<file path="config.mk">
export PLATFORM = sky130hd
export DESIGN_NAME = instr_fetch_unit
export DESIGN_NICKNAME = d
export VERILOG_FILES = /design/src/rtl/ifetch_pkg.sv /design/src/rtl/ifq_fifo.sv /design/src/rtl/instr_fetch_unit.sv
export SDC_FILE = /design/constraint.sdc
export NUM_CORES = 1
export LEC_CHECK = 0
export CAP_MARGIN = 10
export CELL_PAD_IN_SITES_DETAIL_PLACEMENT = 1
export CELL_PAD_IN_SITES_GLOBAL_PLACEMENT = 1
export CORE_UTILIZATION = 42
export CTS_CLUSTER_DIAMETER = 150
export DETAILED_ROUTE_END_ITERATION = 8
export GPL_ROUTABILITY_DRIVEN = 0
export GPL_TIMING_DRIVEN = 0
export PLACE_DENSITY_LB_ADDON = 0.1
export SLEW_MARGIN = 25
export SYNTH_ARGS = -nofsm -noshare
export SYNTH_HDL_FRONTEND = slang
export SYNTH_SLANG_ARGS = --single-unit
</file>
<file path="constraint.sdc">
create_clock -name clk -period 3.6 [get_ports clk]
set_clock_uncertainty 0.2 [all_clocks]
set_input_delay 0.72 -clock clk [delete_from_list [all_inputs] [get_ports clk]]
set_output_delay 0.72 -clock clk [all_outputs]
set_load 0.02 [all_outputs]
</file>
<file path="src/rtl/ifetch_pkg.sv">
// ---------------------------------------------------------------------------
// ifetch_pkg
// Shared definitions for the instruction fetch unit:
//   - default widths and queue depth
//   - fetch controller state enum (IDLE, RUN, DRAIN)
//   - prefetch queue entry layout {pc, instr} at the default widths
// ---------------------------------------------------------------------------
package ifetch_pkg;

   localparam int PC_W_DEF   = 5;
   localparam int DATA_W_DEF = 32;
   localparam int DEPTH_DEF  = 4;

   typedef enum logic [1:0] {
      IDLE  = 2'd0,
      RUN   = 2'd1,
      DRAIN = 2'd2
   } ifu_state_e;

   typedef struct packed {
      logic [PC_W_DEF-1:0]   pc;
      logic [DATA_W_DEF-1:0] instr;
   } ifq_entry_t;

endpackage

</file>
<file path="src/rtl/ifq_fifo.sv">
// ---------------------------------------------------------------------------
// ifq_fifo
// Prefetch queue: DEPTH-entry circular FIFO of fetched instructions.
// Push and pop may happen in the same cycle at any occupancy; a push while
// full is accepted only when a pop frees the head entry in that cycle.
// Ports:
//   clk_i, rst_i    clock, synchronous active-high reset
//   flush_i         drop all entries (redirect)
//   push_i, din_i   write an entry at the tail
//   pop_i           remove the head entry
//   dout_o          head entry (valid when !empty_o)
//   full_o, empty_o, count_o   occupancy status
// ---------------------------------------------------------------------------
module ifq_fifo
   import ifetch_pkg::*;
#(
   parameter int  DEPTH   = DEPTH_DEF,
   parameter type entry_t = ifq_entry_t
) (
   input  logic                   clk_i,
   input  logic                   rst_i,
   input  logic                   flush_i,
   input  logic                   push_i,
   input  entry_t                 din_i,
   input  logic                   pop_i,
   output entry_t                 dout_o,
   output logic                   full_o,
   output logic                   empty_o,
   output logic [$clog2(DEPTH):0] count_o
);

   localparam int AW = $clog2(DEPTH);

   entry_t            mem_q [DEPTH];
   logic [AW-1:0]     wr_ptr_q;
   logic [AW-1:0]     rd_ptr_q;
   logic [AW:0]       count_q;
   logic              do_push;
   logic              do_pop;

   assign empty_o = (count_q == '0);
   assign full_o  = (count_q == (AW+1)'(DEPTH));
   assign count_o = count_q;
   assign dout_o  = mem_q[rd_ptr_q];

   assign do_pop  = pop_i && !empty_o;
   assign do_push = push_i && (!full_o || do_pop);

   always_ff @(posedge clk_i) begin
      if (rst_i || flush_i) begin
         wr_ptr_q <= '0;
         rd_ptr_q <= '0;
         count_q  <= '0;
      end else begin
         if (do_push) wr_ptr_q <= wr_ptr_q + AW'(1);
         if (do_pop)  rd_ptr_q <= rd_ptr_q + AW'(1);
         unique case ({do_push, do_pop})
            2'b10:   count_q <= count_q + (AW+1)'(1);
            2'b01:   count_q <= count_q - (AW+1)'(1);
            default: ;
         endcase
      end
   end

   // Storage carries no reset; occupancy alone defines what is valid.
   always_ff @(posedge clk_i) begin
      if (do_push) mem_q[wr_ptr_q] <= din_i;
   end

endmodule

</file>
<file path="src/rtl/instr_fetch_unit.sv">
// ---------------------------------------------------------------------------
// instr_fetch_unit
// Issues sequential word fetches to instruction memory, buffers in-order
// responses with their PC in a prefetch queue and hands them to decode.
// A redirect flushes the queue, retargets the fetch PC and squashes all
// in-flight responses (DRAIN until they have returned).
// Ports:
//   clk, rst                         clock, synchronous active-high reset
//   imem_req_valid/ready/addr        fetch request channel
//   imem_rsp_valid/data              in-order fetch response
//   redirect_valid/pc                taken branch: flush and refetch
//   instr_valid/data/pc, instr_ready instruction hand-off to decode
// Build option: define IFETCH_BYPASS_EN to forward a live response straight
// to decode in the same cycle when the queue is empty.
// ---------------------------------------------------------------------------
module instr_fetch_unit
   import ifetch_pkg::*;
#(
   parameter int PC_W   = PC_W_DEF,
   parameter int DATA_W = DATA_W_DEF,
   parameter int DEPTH  = DEPTH_DEF
) (
   input  logic              clk,
   input  logic              rst,
   output logic              imem_req_valid,
   input  logic              imem_req_ready,
   output logic [PC_W-1:0]   imem_req_addr,
   input  logic              imem_rsp_valid,
   input  logic [DATA_W-1:0] imem_rsp_data,
   input  logic              redirect_valid,
   input  logic [PC_W-1:0]   redirect_pc,
   output logic              instr_valid,
   output logic [DATA_W-1:0] instr_data,
   output logic [PC_W-1:0]   instr_pc,
   input  logic              instr_ready
);

   localparam int CW = $clog2(DEPTH) + 1;
   localparam logic [CW:0] DEPTH_C = (CW+1)'(DEPTH);

   typedef struct packed {
      logic [PC_W-1:0]   pc;
      logic [DATA_W-1:0] instr;
   } fetch_entry_t;

   ifu_state_e      state_q, state_d;
   logic [PC_W-1:0] fetch_pc_q, fetch_pc_d;
   logic [PC_W-1:0] rsp_pc_q, rsp_pc_d;
   logic [CW-1:0]   outst_q, outst_d;
   logic [CW-1:0]   stale_q, stale_d;

   logic            fifo_push, fifo_pop, fifo_full, fifo_empty;
   logic [CW-1:0]   fifo_count;
   fetch_entry_t    fifo_din, fifo_head;
   logic            req_fire, room, rsp_live, bypass_hit;

   // Requests are throttled so every in-flight response has a queue slot.
   assign room           = ({1'b0, outst_q} + {1'b0, fifo_count}) < DEPTH_C;
   assign imem_req_valid = (state_q == RUN) && !redirect_valid && room;
   assign imem_req_addr  = fetch_pc_q;
   assign req_fire       = imem_req_valid && imem_req_ready;

   // A response is live only if it was not squashed by an earlier or a
   // same-cycle redirect. rsp_pc_q tracks the PC of the next live response.
   assign rsp_live = imem_rsp_valid && !redirect_valid && (stale_q == '0);
   assign fifo_din = '{pc: rsp_pc_q, instr: imem_rsp_data};
   assign fifo_pop = instr_ready && !fifo_empty;

`ifdef IFETCH_BYPASS_EN
   assign bypass_hit = rsp_live && fifo_empty;
   assign fifo_push  = rsp_live && !(bypass_hit && instr_ready);
`else
   assign bypass_hit = 1'b0;
   assign fifo_push  = rsp_live;
`endif

   ifq_fifo #(
      .DEPTH   (DEPTH),
      .entry_t (fetch_entry_t)
   ) u_ifq (
      .clk_i   (clk),
      .rst_i   (rst),
      .flush_i (redirect_valid),
      .push_i  (fifo_push),
      .din_i   (fifo_din),
      .pop_i   (fifo_pop),
      .dout_o  (fifo_head),
      .full_o  (fifo_full),
      .empty_o (fifo_empty),
      .count_o (fifo_count)
   );

   always_comb begin
      instr_valid = 1'b0;
      instr_data  = '0;
      instr_pc    = '0;
      if (!fifo_empty) begin
         instr_valid = 1'b1;
         instr_data  = fifo_head.instr;
         instr_pc    = fifo_head.pc;
      end else if (bypass_hit) begin
         instr_valid = 1'b1;
         instr_data  = imem_rsp_data;
         instr_pc    = rsp_pc_q;
      end
   end

   always_comb begin
      state_d    = state_q;
      fetch_pc_d = fetch_pc_q;
      rsp_pc_d   = rsp_pc_q;
      outst_d    = outst_q;
      stale_d    = stale_q;

      unique case ({req_fire, imem_rsp_valid})
         2'b10:   outst_d = outst_q + CW'(1);
         2'b01:   outst_d = outst_q - CW'(1);
         default: ;
      endcase

      if (req_fire) fetch_pc_d = fetch_pc_q + PC_W'(1);
      if (rsp_live) rsp_pc_d   = rsp_pc_q + PC_W'(1);

      unique case (state_q)
         IDLE: begin
            state_d = RUN;
            if (redirect_valid) begin
               fetch_pc_d = redirect_pc;
               rsp_pc_d   = redirect_pc;
            end
         end
         RUN: begin
            if (redirect_valid) begin
               fetch_pc_d = redirect_pc;
               rsp_pc_d   = redirect_pc;
               // No request fires during a redirect, so everything still
               // outstanding after this cycle's response is stale.
               stale_d    = outst_d;
               state_d    = (outst_d != '0) ? DRAIN : RUN;
            end
         end
         DRAIN: begin
            if (imem_rsp_valid) stale_d = stale_q - CW'(1);
            if (redirect_valid) begin
               fetch_pc_d = redirect_pc;
               rsp_pc_d   = redirect_pc;
            end
            if (stale_d == '0) state_d = RUN;
         end
         default: state_d = IDLE;
      endcase
   end

   always_ff @(posedge clk) begin
      if (rst) begin
         state_q    <= IDLE;
         fetch_pc_q <= '0;
         rsp_pc_q   <= '0;
         outst_q    <= '0;
         stale_q    <= '0;
      end else begin
         state_q    <= state_d;
         fetch_pc_q <= fetch_pc_d;
         rsp_pc_q   <= rsp_pc_d;
         outst_q    <= outst_d;
         stale_q    <= stale_d;
      end
   end

   // A live response must always find a free slot (or a same-cycle pop).
   a_no_overflow : assert property (@(posedge clk) disable iff (rst)
      !(fifo_push && fifo_full && !fifo_pop));

endmodule

</file>
==> results.txt <==
- The run finished with clean final reports.
* Initial standard-cell utilization of the core: between 40 and 50%
- For this run, the total global-route usage over all layers was measured as 17.6%.
- Max Clock Freq: 0.285 GHz
- Wire length of the first global-routing pass: around 23 mm
- Of the total synthesized cell area, the portion taken by AND, OR, NAND and NOR gates is under 10%.
* Ratio of routed vias to standard cells: 5.15
- Total overflow reported by the global router: 0
* Xor and xnor area share after synthesis: 1.74%
* DIE WIDTH: approximately 130 µm
- Unrepaired setup endpoints after global routing: true
- The worst setup path is launched from a flip-flop.
- In this run the standard cell core region covers about 0.017 mm².
* CTS Buf Count: 17
* Share of the synthesized area in compound gates (AO/OA/AOI/OAI): about 3.3%
- Clock tree synthesis selected as its root buffer the cell sky130_fd_sc_hd__clkbuf_16.
- Drt first pass iters: 4
- Register bit count reported by yosys: between 150 and 200
- # H-tree levels: 4
- Setup violations remaining at the end of the flow were counted as 0.
- Switching share of power: 23.2%
- The worst path in the final design needs a cycle of 3.51 ns, including I/O delays and setup.
- Counting every net in the synthesized netlist gives between 400 and 500.
* Wire per inst: roughly 20 µm
* Detailed Route Iter0 Violations: 189
- Area share of the largest cell type after synthesis: a little over three fifths
- The worst setup path is captured at an output pin.
- The final number of max-transition violations is 0.
* Clock buffer depth: 2
* Number of synthesis warnings: 0
* Mapped Avg Cell Area: around 18 µm²
- The later pin in the worst-skew pair is clocked with a latency of about 0.42 ns.
* Number of input and output port buffers inserted: 86
* Worst hold-check path type: flip-flop to flip-flop
* Number of hold-slack violations in the final timing report: 0
* # DRC: 0
* Internal power of the cells: between 3 and 4 mW
- In this run the remaining antenna-violating nets after routing total 0.
- Post-Synthesis Cells: between 400 and 500
* Crit path arrival time: around 2.6 ns
* Share of synthesized area spent on multiplexers: approximately an eighth
- Final net count: 565
* TritonCTS Sinks: ~180
* Final period util: between 90% and 100%
- Portion of the post-synthesis area used by sequential elements: a little over two thirds
- Final wirelength: ~14 mm
- Number of antenna violations at the first check in global routing: 0
- Setup Crit Path Kind: flip-flop to output pin
* Arithmetic-cell share of the synthesized area counting full adders, half adders and majority gates: roughly 2.7%
* Switch Pwr: roughly 1.0 mW
- The worst-case IR drop observed on VDD is approximately 0.32 mV.
* Via count of the routed design: about 3800
- After filler insertion, the fill cell instance count of the layout stands at approximately 1600.
- Vias in the first global route: ~4100
* Main area contributors after synthesis: sky130_fd_sc_hd__edfxtp_1 63%, sky130_fd_sc_hd__mux4_2 12%, sky130_fd_sc_hd__dfxtp_1 7.7%
- Biggest area consumer among synthesized cells: sky130_fd_sc_hd__edfxtp_1
- By area, the combinational part of the netlist is dominated by multiplexers.
- Die footprint: 0.0173 mm²
* Worst-path maximum fanout: 3
* Die Y: about 130 µm
- TritonCTS clock tree: done
- Half-perimeter wire length after detailed placement: around 9.1 mm
- Combinational cells account for a little over a tenth of the total power.
* Antenna diode count: 0
- Synth-to-layout area growth: 25.2%
- Actual slew at the worst max-slew pin: ~0.61 ns
- Number of top-level pins: between 80 and 90
* Core Rows: 47
* Cell Area, Synth: 0.00706 mm²
* Share of power burned in the clock network: 38.2%
* Max-cap violation count: 0
- For this design the ratio of total power to cell area is between 500 and 600 mW/mm².
* Clock-pin slew on the worst setup and hold paths: about 0.06 ns
- Setup slack after placement: -0.726 ns
- Counting distinct cell types in the post-synthesis netlist gives 43.
* Data required time at the worst endpoint: around 2.7 ns
- Share of final-layout standard cells stronger than drive strength 1: between 10% and 20%
* Maximum number of pins on one net before global-route repair: 38
* Final WS setup: 0.0899 ns
* Portion of total power attributed to sequential cells: 51.5%
* Total power consumption of the routed design: roughly 4.5 mW
- Leakage: 2.87 nW
- Headroom to the max-slew limit: about three fifths
timing repair:
action	4_1_cts	5_1_grt
endpoints found under the setup margin	33	7
setup buffers	3	1
hold buffers	0	0
resized for setup	16	10
pin swaps	3	6
routing by layer:
layer  wire (µm)  part of all wire [%]  vias to the layer above  global-route usage, %
met2        7220                    50                       69                   29.7
met1        6610                    46                     1958                   22.4
met5           0                     0                        -                      0
met3         463                   3.2                       10                   4.05
met4         142                  0.98                        0                   5.81
li1            -                     -                     1774                      -
cells in the mapped netlist:
cell                        count
sky130_fd_sc_hd__a311o_1        1
sky130_fd_sc_hd__xnor2_1        6
sky130_fd_sc_hd__o31ai_1        1
sky130_fd_sc_hd__mux4_2        37
sky130_fd_sc_hd__nor2_1        15
sky130_fd_sc_hd__nor4_1         2
sky130_fd_sc_hd__xor2_1         8
sky130_fd_sc_hd__o41a_1         1
sky130_fd_sc_hd__buf_6          1
sky130_fd_sc_hd__and2_1        43
sky130_fd_sc_hd__and2b_2        1
sky130_fd_sc_hd__o2111ai_1      1
sky130_fd_sc_hd__mux2i_1        5
sky130_fd_sc_hd__or2_2          2
sky130_fd_sc_hd__a21o_2         1
sky130_fd_sc_hd__inv_1          9
sky130_fd_sc_hd__o21a_1         1
sky130_fd_sc_hd__nand2_1        8
sky130_fd_sc_hd__a21oi_1       20
sky130_fd_sc_hd__or4b_4         1
sky130_fd_sc_hd__nand4_1        3
sky130_fd_sc_hd__fa_1           2
sky130_fd_sc_hd__a31oi_1        2
sky130_fd_sc_hd__nand3_1        2
sky130_fd_sc_hd__o211ai_1       1
sky130_fd_sc_hd__a211oi_1       1
sky130_fd_sc_hd__dfxtp_1       27
sky130_fd_sc_hd__ha_1          12
sky130_fd_sc_hd__edfxtp_1     148
sky130_fd_sc_hd__nand4b_1       1
sky130_fd_sc_hd__or3_1          4
sky130_fd_sc_hd__buf_2          3
sky130_fd_sc_hd__nand2b_1       1
sky130_fd_sc_hd__o21bai_1       5
sky130_fd_sc_hd__or4b_1         1
sky130_fd_sc_hd__clkbuf_1      14
sky130_fd_sc_hd__nor3_1         2
sky130_fd_sc_hd__o21ai_0        3
sky130_fd_sc_hd__or4_1          2
sky130_fd_sc_hd__and4_1         1
sky130_fd_sc_hd__clkbuf_2       1
sky130_fd_sc_hd__and3_1         1
sky130_fd_sc_hd__nor4bb_1       1
power by group through the flow:
stage          Combinational [mW]  Sequential, mW  Clock, mW
2_1_floorplan               0.249            2.35          0
3_3_place_gp                0.426            2.35          0
3_5_place_dp                0.440            2.36          0
4_1_cts                     0.459            2.32       1.75
5_1_grt                     0.511            2.32       1.82
6_report                    0.468            2.32       1.72
path summary, 6_finish.rpt:
kind	startpoint	endpoint	slack, ns	cells past startpoint
worst max-delay path	outst_q[2]	imem_req_valid	0.09	5
worst min-delay path	rsp_pc_q[4]	u_ifq.mem_q[2][36]	0.33	0
worst max register to register	outst_q[2]	state_q[0]	0.10	9
worst min register to register	rsp_pc_q[4]	u_ifq.mem_q[2][36]	0.33	0
critical path, stage by stage, from the launching register on:
cell,delay (ns)
sky130_fd_sc_hd__dfxtp_4,0.36
sky130_fd_sc_hd__ha_4,0.23
sky130_fd_sc_hd__or4b_4,0.53
sky130_fd_sc_hd__buf_4,0.15
sky130_fd_sc_hd__nor3_1,0.24
sky130_fd_sc_hd__clkdlybuf4s50_1,0.66
kinds of logic (layout without fill, tap and decap cells):
| logic type | count (synthesis) | after routing |
|---|---|---|
| multiplexers | 42 | 42 |
| AO/OA/AOI/OAI | 38 | 38 |
| adder cells (fa/ha/maj) | 14 | 14 |
| AND/OR/NAND/NOR | 91 | 91 |
| buffers and inverters | 28 | 146 |
| flip-flops | 175 | 175 |
| XOR/XNOR | 14 | 14 |
placed cells by master (no fill, tap or decap), drive strengths merged, types with 5 or more instances in the layout:
cell type,instances
dfxtp,27
a21oi,20
inv,12
nor2,15
buf,8
edfxtp,148
mux4,37
clkdlybuf4s50,85
and2,43
xor2,8
o21bai,5
ha,12
clkinv,7
xnor2,6
clkbuf,29
mux2i,5
nand2,8
registers in the layout (all words and copies together) (netlist names), named ones only:
signal	count
imem_req_addr	5
u_ifq.mem_q	148
u_ifq.wr_ptr_q	2
stale_q	3
state_q	2
outst_q	3
u_ifq.count_o	3
u_ifq.rd_ptr_q	2
rsp_pc_q	5
area by class of cell:
type                       instances  area [µm²]  area share [%]
clock buffer                      17         425            4.81
tap                              220         275            3.11
sequential                       175        4990            56.5
timing repair buffer              90         890            10.1
multi-input combinational        199        2020            22.8
buffer                            16        85.1           0.962
inverter                           9        33.8           0.382
clock inverter                    14         119            1.34
metrics by stage:
step | hold slack (ns) | utilization [%] | setup TNS, ns | std cells | area, µm²
after CTS | 0.314 | 53.3 | 0 | 740 | 8800
after global routing | 0.351 | 53.5 | -0.0106 | 740 | 8840
after floorplan | 0.280 | - | 0 | 402 | 7060
final | 0.327 | 53.5 | 0 | 740 | 8840
after global placement | 0.301 | 49.6 | -168.08 | 708 | 8200
after detailed placement | 0.322 | 49.7 | -14.03 | 708 | 8210
(Power assumes the default switching activity.)
==> patch 1 (config.mk and constraints unchanged) <==
Make the reset (`rst`) asynchronous in one clocked block. Comments in the files are not updated.
--- a/src/rtl/instr_fetch_unit.sv
+++ b/src/rtl/instr_fetch_unit.sv
@@ -152,5 +152,5 @@
    end
 
-   always_ff @(posedge clk) begin
+   always_ff @(posedge clk or posedge rst) begin
       if (rst) begin
          state_q    <= IDLE;
Function: differs if rst is asserted again (counterexample within 4 cycles, from zero or initial values and one cycle with rst high); with rst held inactive, the same outputs for 4 cycles.
==> patch 1 against the original RTL <==
  * Via count hardly changed
  * Synthesized cell count is 1.7% lower
  * Critical path depth stayed put
  * Sequential cell count stayed put
  * Count of clock-buffer cells in the layout is 6 higher
  * Final area is 0.75% higher
  * Power is 12% higher
  * Largest cell class unchanged
  * Wire length is 0.70% higher
  * Clock power is 14% higher
  * Setup slack better by 0.068 ns
  * Synthesized area is 0.58% higher
==> patch 1: results (changes against the original RTL) <==
[global_route]
grt_pass1_wl_mm = 23.4  ; +3.9%
grt_usage_pct = 18.2  ; +0.64 points
grt_pass1_vias = 4255  ; +4.8%

[synth]
ys_types = 38  ; -12%
synth_top_cells_by_count = edfxtp_1, and2_1, mux4_2, nor2_1, dfrtp_1
synth_nets = 452  ; -1.5%
yosys-top-cells-area = edfxtp_1, mux4_2, dfrtp_1

[setup_path]
cp.arrival_ns = 2.52  ; -0.07 ns
r2r_cells = 9  ; unchanged
reg2reg_from = outst_q[2]$_DFF_PP0_
r2r_setup_slack_ns = 0.70  ; +0.60 ns
r2r-end = state_q[1]$_DFFE_PP0P_
cp_max_fo = 10  ; +7

[place]
dp_cells = 701  ; -0.99%
placed_area_sq_um = 8250  ; +0.50%
pre_cts_slack_ns = -0.0598  ; +0.666 ns
dp_hpwl_mm = 9.12  ; +0.43%

[power]
p_leak_nw = 2.93  ; +2.0%
ir_worst_vdd_uv = 367  ; +16%

[layout]
drive_gt1_share_pct = 17.0  ; -2.0 points
layoutNonFillerInstCount = 732  ; -1.1%

[route]
num_vias = 3814  ; +0.079%
wirelength_mm = 14.5  ; +0.70%
drt_iter0_drc = 153  ; -19%

[sta]
max-slew-margin-rel_pct = 50.7  ; -8.7 points
holdWs_ns = 0.343  ; +0.0166 ns

[min_path]
hold_start = rsp_pc_q[4]$_DFF_PP0_
whs_endpoint = u_ifq.mem_q[1][36]$_DFFE_PP_

[outcome]
status = completed

-- patch 1: cell count changes after synthesis, sizes merged, moves of 2 or more --
cell | unedited run | this run
o21bai | 5 | 0
a21oi | 20 | 14
dfrtp | 0 | 18
or4b | 2 | 0
nand4 | 3 | 5
inv | 9 | 12
nor2b | 0 | 2
xnor2 | 6 | 8
nand3 | 2 | 4
clkbuf | 15 | 11
dfxtp | 27 | 9
nor2 | 15 | 19
-- patch 1: worst max-delay path by stage --
stage | from | endpoint | slack, ns | cells after the start
final | flip-flop | instr_data[28] | 0.16 | 5
after global routing | flip-flop | instr_data[28] | 0.005 | 5
after CTS | flip-flop | instr_data[23] | 0.003 | 5
after detailed placement | redirect_valid | state_q[1]$_DFFE_PP0P_ | -0.06 | 9
after global placement | redirect_valid | u_ifq.mem_q[0][10]$_DFFE_PP_ | -0.87 | 5
after floorplan | redirect_valid | u_ifq.mem_q[0][0]$_DFFE_PP_ | 0.69 | 4
-- patch 1: repair_timing --
item	in CTS	in global routing
pin swaps	0	0
resized for setup	10	4
endpoints found under the hold margin	0	0
cloned	0	0
endpoints found under the setup margin	31	25
buffers inserted	0	0
-- patch 1: layer usage --
layer	GRT usage, %	vias up	part of all wire, %
met5	0	-	0
met4	6.98	0	1.6
met3	4.65	18	3.5
met2	31.0	67	51
met1	22.4	1992	44
li1	-	1737	-
-- patch 1: logic make-up (layout without fill, tap and decap cells) --
| kind of cell | after synthesis | count (layout) | share of synthesized area, % |
|---|---|---|---|
| flip-flops | 175 | 175 | 71.4 |
| AND/OR/NAND/NOR | 94 | 94 | 7.64 |
| multiplexers | 43 | 43 | 12.6 |
| buffers and inverters | 28 | 145 | 1.57 |
| AO/OA/AOI/OAI | 24 | 24 | 2.01 |
| XOR/XNOR | 17 | 17 | 2.10 |
| adder cells (fa/ha/maj) | 14 | 14 | 2.68 |
-- patch 1: critical path, cell delays in order, from the launching register on --
cell and delay (ns):
dfxtp_1 0.30, clkbuf_4 0.26, buf_4 0.29, mux4_2 0.52, and2_1 0.18, clkdlybuf4s50_1 0.54
-- patch 1: area by class of cell --
type                       instances  area [sq um]
inverter                          12          45.0
clock inverter                     9           158
tap                              220           275
buffer                            15          86.3
multi-input combinational        192          1930
clock buffer                      23           478
fill                            1547          7620
timing repair buffer              86           860
sequential                       175          5080
-- patch 1: report_power, final --
group          switching (mW)  leakage, nW  internal (mW)  total (mW)
combinational           0.329         1.02          0.295       0.624
sequential              0.113         1.61           2.33        2.44
clock                   0.742        0.304           1.22        1.96
total                    1.18         2.93           3.84        5.02
==> patch 2 (config.mk and constraints unchanged) <==
Made on the original files. Set the package constant `DATA_W_DEF` to 48 (it was 32).
--- a/src/rtl/ifetch_pkg.sv
+++ b/src/rtl/ifetch_pkg.sv
@@ -9,5 +9,5 @@
 
    localparam int PC_W_DEF   = 5;
-   localparam int DATA_W_DEF = 32;
+   localparam int DATA_W_DEF = 48;
    localparam int DEPTH_DEF  = 4;
 
Interface: changed (resized imem_rsp_data and instr_data); port bits go from 87 to 119. The function was not compared with the original's and may differ.
==> patch 2 against the original RTL <==
  * The flow now finishes with violations (design-rule violations)
  * Synthesized area grew 34%
  * Setup slack lost 0.0023 ns
  * Final area grew 37%
  * Register-to-register slack improved by 0.02 ns
  * Wire length is 36% higher
  * Synthesized cell count grew 25%
  * Sequential cell count is 64 higher
  * Power increased by 43%
  * Highest routed layer unchanged
==> patch 2: results (changes against the original RTL) <==
[cts]
cts_root_buffer = clkbuf_16
cts_max_path_buffers = 3  ; +1
numCtsBuffers = 26  ; +9
htree_levels = 1  ; -3
worstSkewPairLatency_ns = 0.51  ; +0.09 ns

[synth]
synth-main-ff-cell = edfxtp_1
synth_nets = 577  ; +26%
synthAdderAreaFrac_pct = 2.01  ; -0.68 points
muxShareOfSynthArea_pct = 13.1  ; +0.63 points
yosys-top-cells-area = edfxtp_1, mux4_2, dfxtp_1
synth_edf_count = 212  ; +43%
ys_seq_area_share_pct = 72.9  ; +2.4 points
synth-xor-area-share_pct = 1.29  ; -0.44 points
ys_types = 44  ; +2.3%
synth_top_cells_by_count = edfxtp_1, and2_1, mux4_2, dfxtp_1, a21oi_1
synth_compound_area_share_pct = 2.47  ; -0.84 points
ys_warn_count = 0  ; unchanged
ys_async_sr_fraction_pct = 0  ; unchanged

[route]
drt_iter0_drc = 202  ; +6.9%
wirelength_mm = 19.6  ; +36%
num_vias = 5057  ; +33%
route.detailed.drc = 11  ; +11
firstDrtPassIters = 6  ; +2

[min_path]
min_path_type = reg -> reg
min_path_cells = 0  ; unchanged

[global_route]
antenna_found_initial = 1  ; +1
grt_pass1_wl_mm = 30.9  ; +37%
grt_pass1_vias = 5531  ; +36%
grt_usage_pct = 17.3  ; -0.35 points
grt_max_degree = 32  ; -16%

[outcome]
violations = design-rule violations
status = finished, violations left

[place]
placed_area_sq_um = 11100  ; +35%
dp_hpwl_mm = 12.2  ; +34%
portBuffers = 118  ; +37%

[layout]
diodes = 0  ; unchanged
nets = 732  ; +30%
drive_gt1_share_pct = 21.2  ; +2.2 points
largest_register = u_ifq.mem_q
num-fill-cells = 1986  ; +27%
largest_reg_flops = 212  ; +43%

[sta]
worstMarginPinSlew_ns = 0.540  ; -0.0695 ns

[setup_path]
r2r_setup_slack_ns = 0.12  ; +0.02 ns
cp_max_fo = 3  ; unchanged
r2r_cells = 9  ; unchanged

[power]
ir_worst_vdd_uv = 373  ; +18%
p_leak_nw = 3.95  ; +38%

patch 2: cells by family (layout without fill, tap and decap cells):
family          count (synthesis)  after routing
fa+ha+maj                      14             14
buf+inv                        34            209
flops                         239            239
mux                            58             58
simple gates                  107            107
compound gates                 38             38
xor+xnor                       14             14
patch 2: routing by layer:
metal	vias up	share of wire, %	GRT usage, %
met1	2626	42	21.9
met4	0	1.2	3.98
met5	-	0	0
li1	2305	-	-
met3	20	4.6	3.13
met2	106	52	30.8
patch 2: repair_timing:
action                                  in CTS  in global routing
cloned                                       0                  0
setup buffers                                8                  1
endpoints found under the setup margin      51                  3
pin swaps                                    6                  4
gates resized for setup                     38                  5
patch 2: worst paths after layout:
kind / startpoint / end
max reg2reg: outst_q[2]$_SDFF_PP0_ / state_q[0]$_SDFFE_PP0P_
min: rsp_pc_q[1]$_SDFF_PP0_ / u_ifq.mem_q[3][49]$_DFFE_PP_
max: outst_q[2]$_SDFF_PP0_ / imem_req_valid
min reg2reg: rsp_pc_q[1]$_SDFF_PP0_ / u_ifq.mem_q[3][49]$_DFFE_PP_
patch 2: critical path, cell delays in order (launching register included):
cell and delay [ns]:
dfxtp_2 0.34, ha_4 0.23, or4b_4 0.52, buf_4 0.16, nor3_1 0.20, clkdlybuf4s50_1 0.64
patch 2: final cells by class:
class                   count  area share [%]
repair buffers            131            11.0
well taps                 280            2.89
inverters                   9           0.279
flip-flops and latches    239            57.1
clock buffers              30            5.67
plain buffers              21            1.00
clock inverters            18            1.56
multi-input cells         231            20.5
patch 2: power breakdown:
part           switching [mW]  internal [mW]
Clock                    1.03           1.65
Sequential             0.0471           3.11
Combinational           0.290          0.307
Total                    1.37           5.07
patch 2: stage by stage:
stage	std cells	util (%)	hold WS, ns	setup slack (ns)
2_1_floorplan	504	-	0.280	0.0486
3_3_place_gp	902	50.1	0.306	-1.89
3_5_place_dp	906	50.5	0.321	-0.725
4_1_cts	959	55.1	0.348	0.00465
5_1_grt	959	55.1	0.365	0.00529
6_report	959	55.1	0.346	0.0876
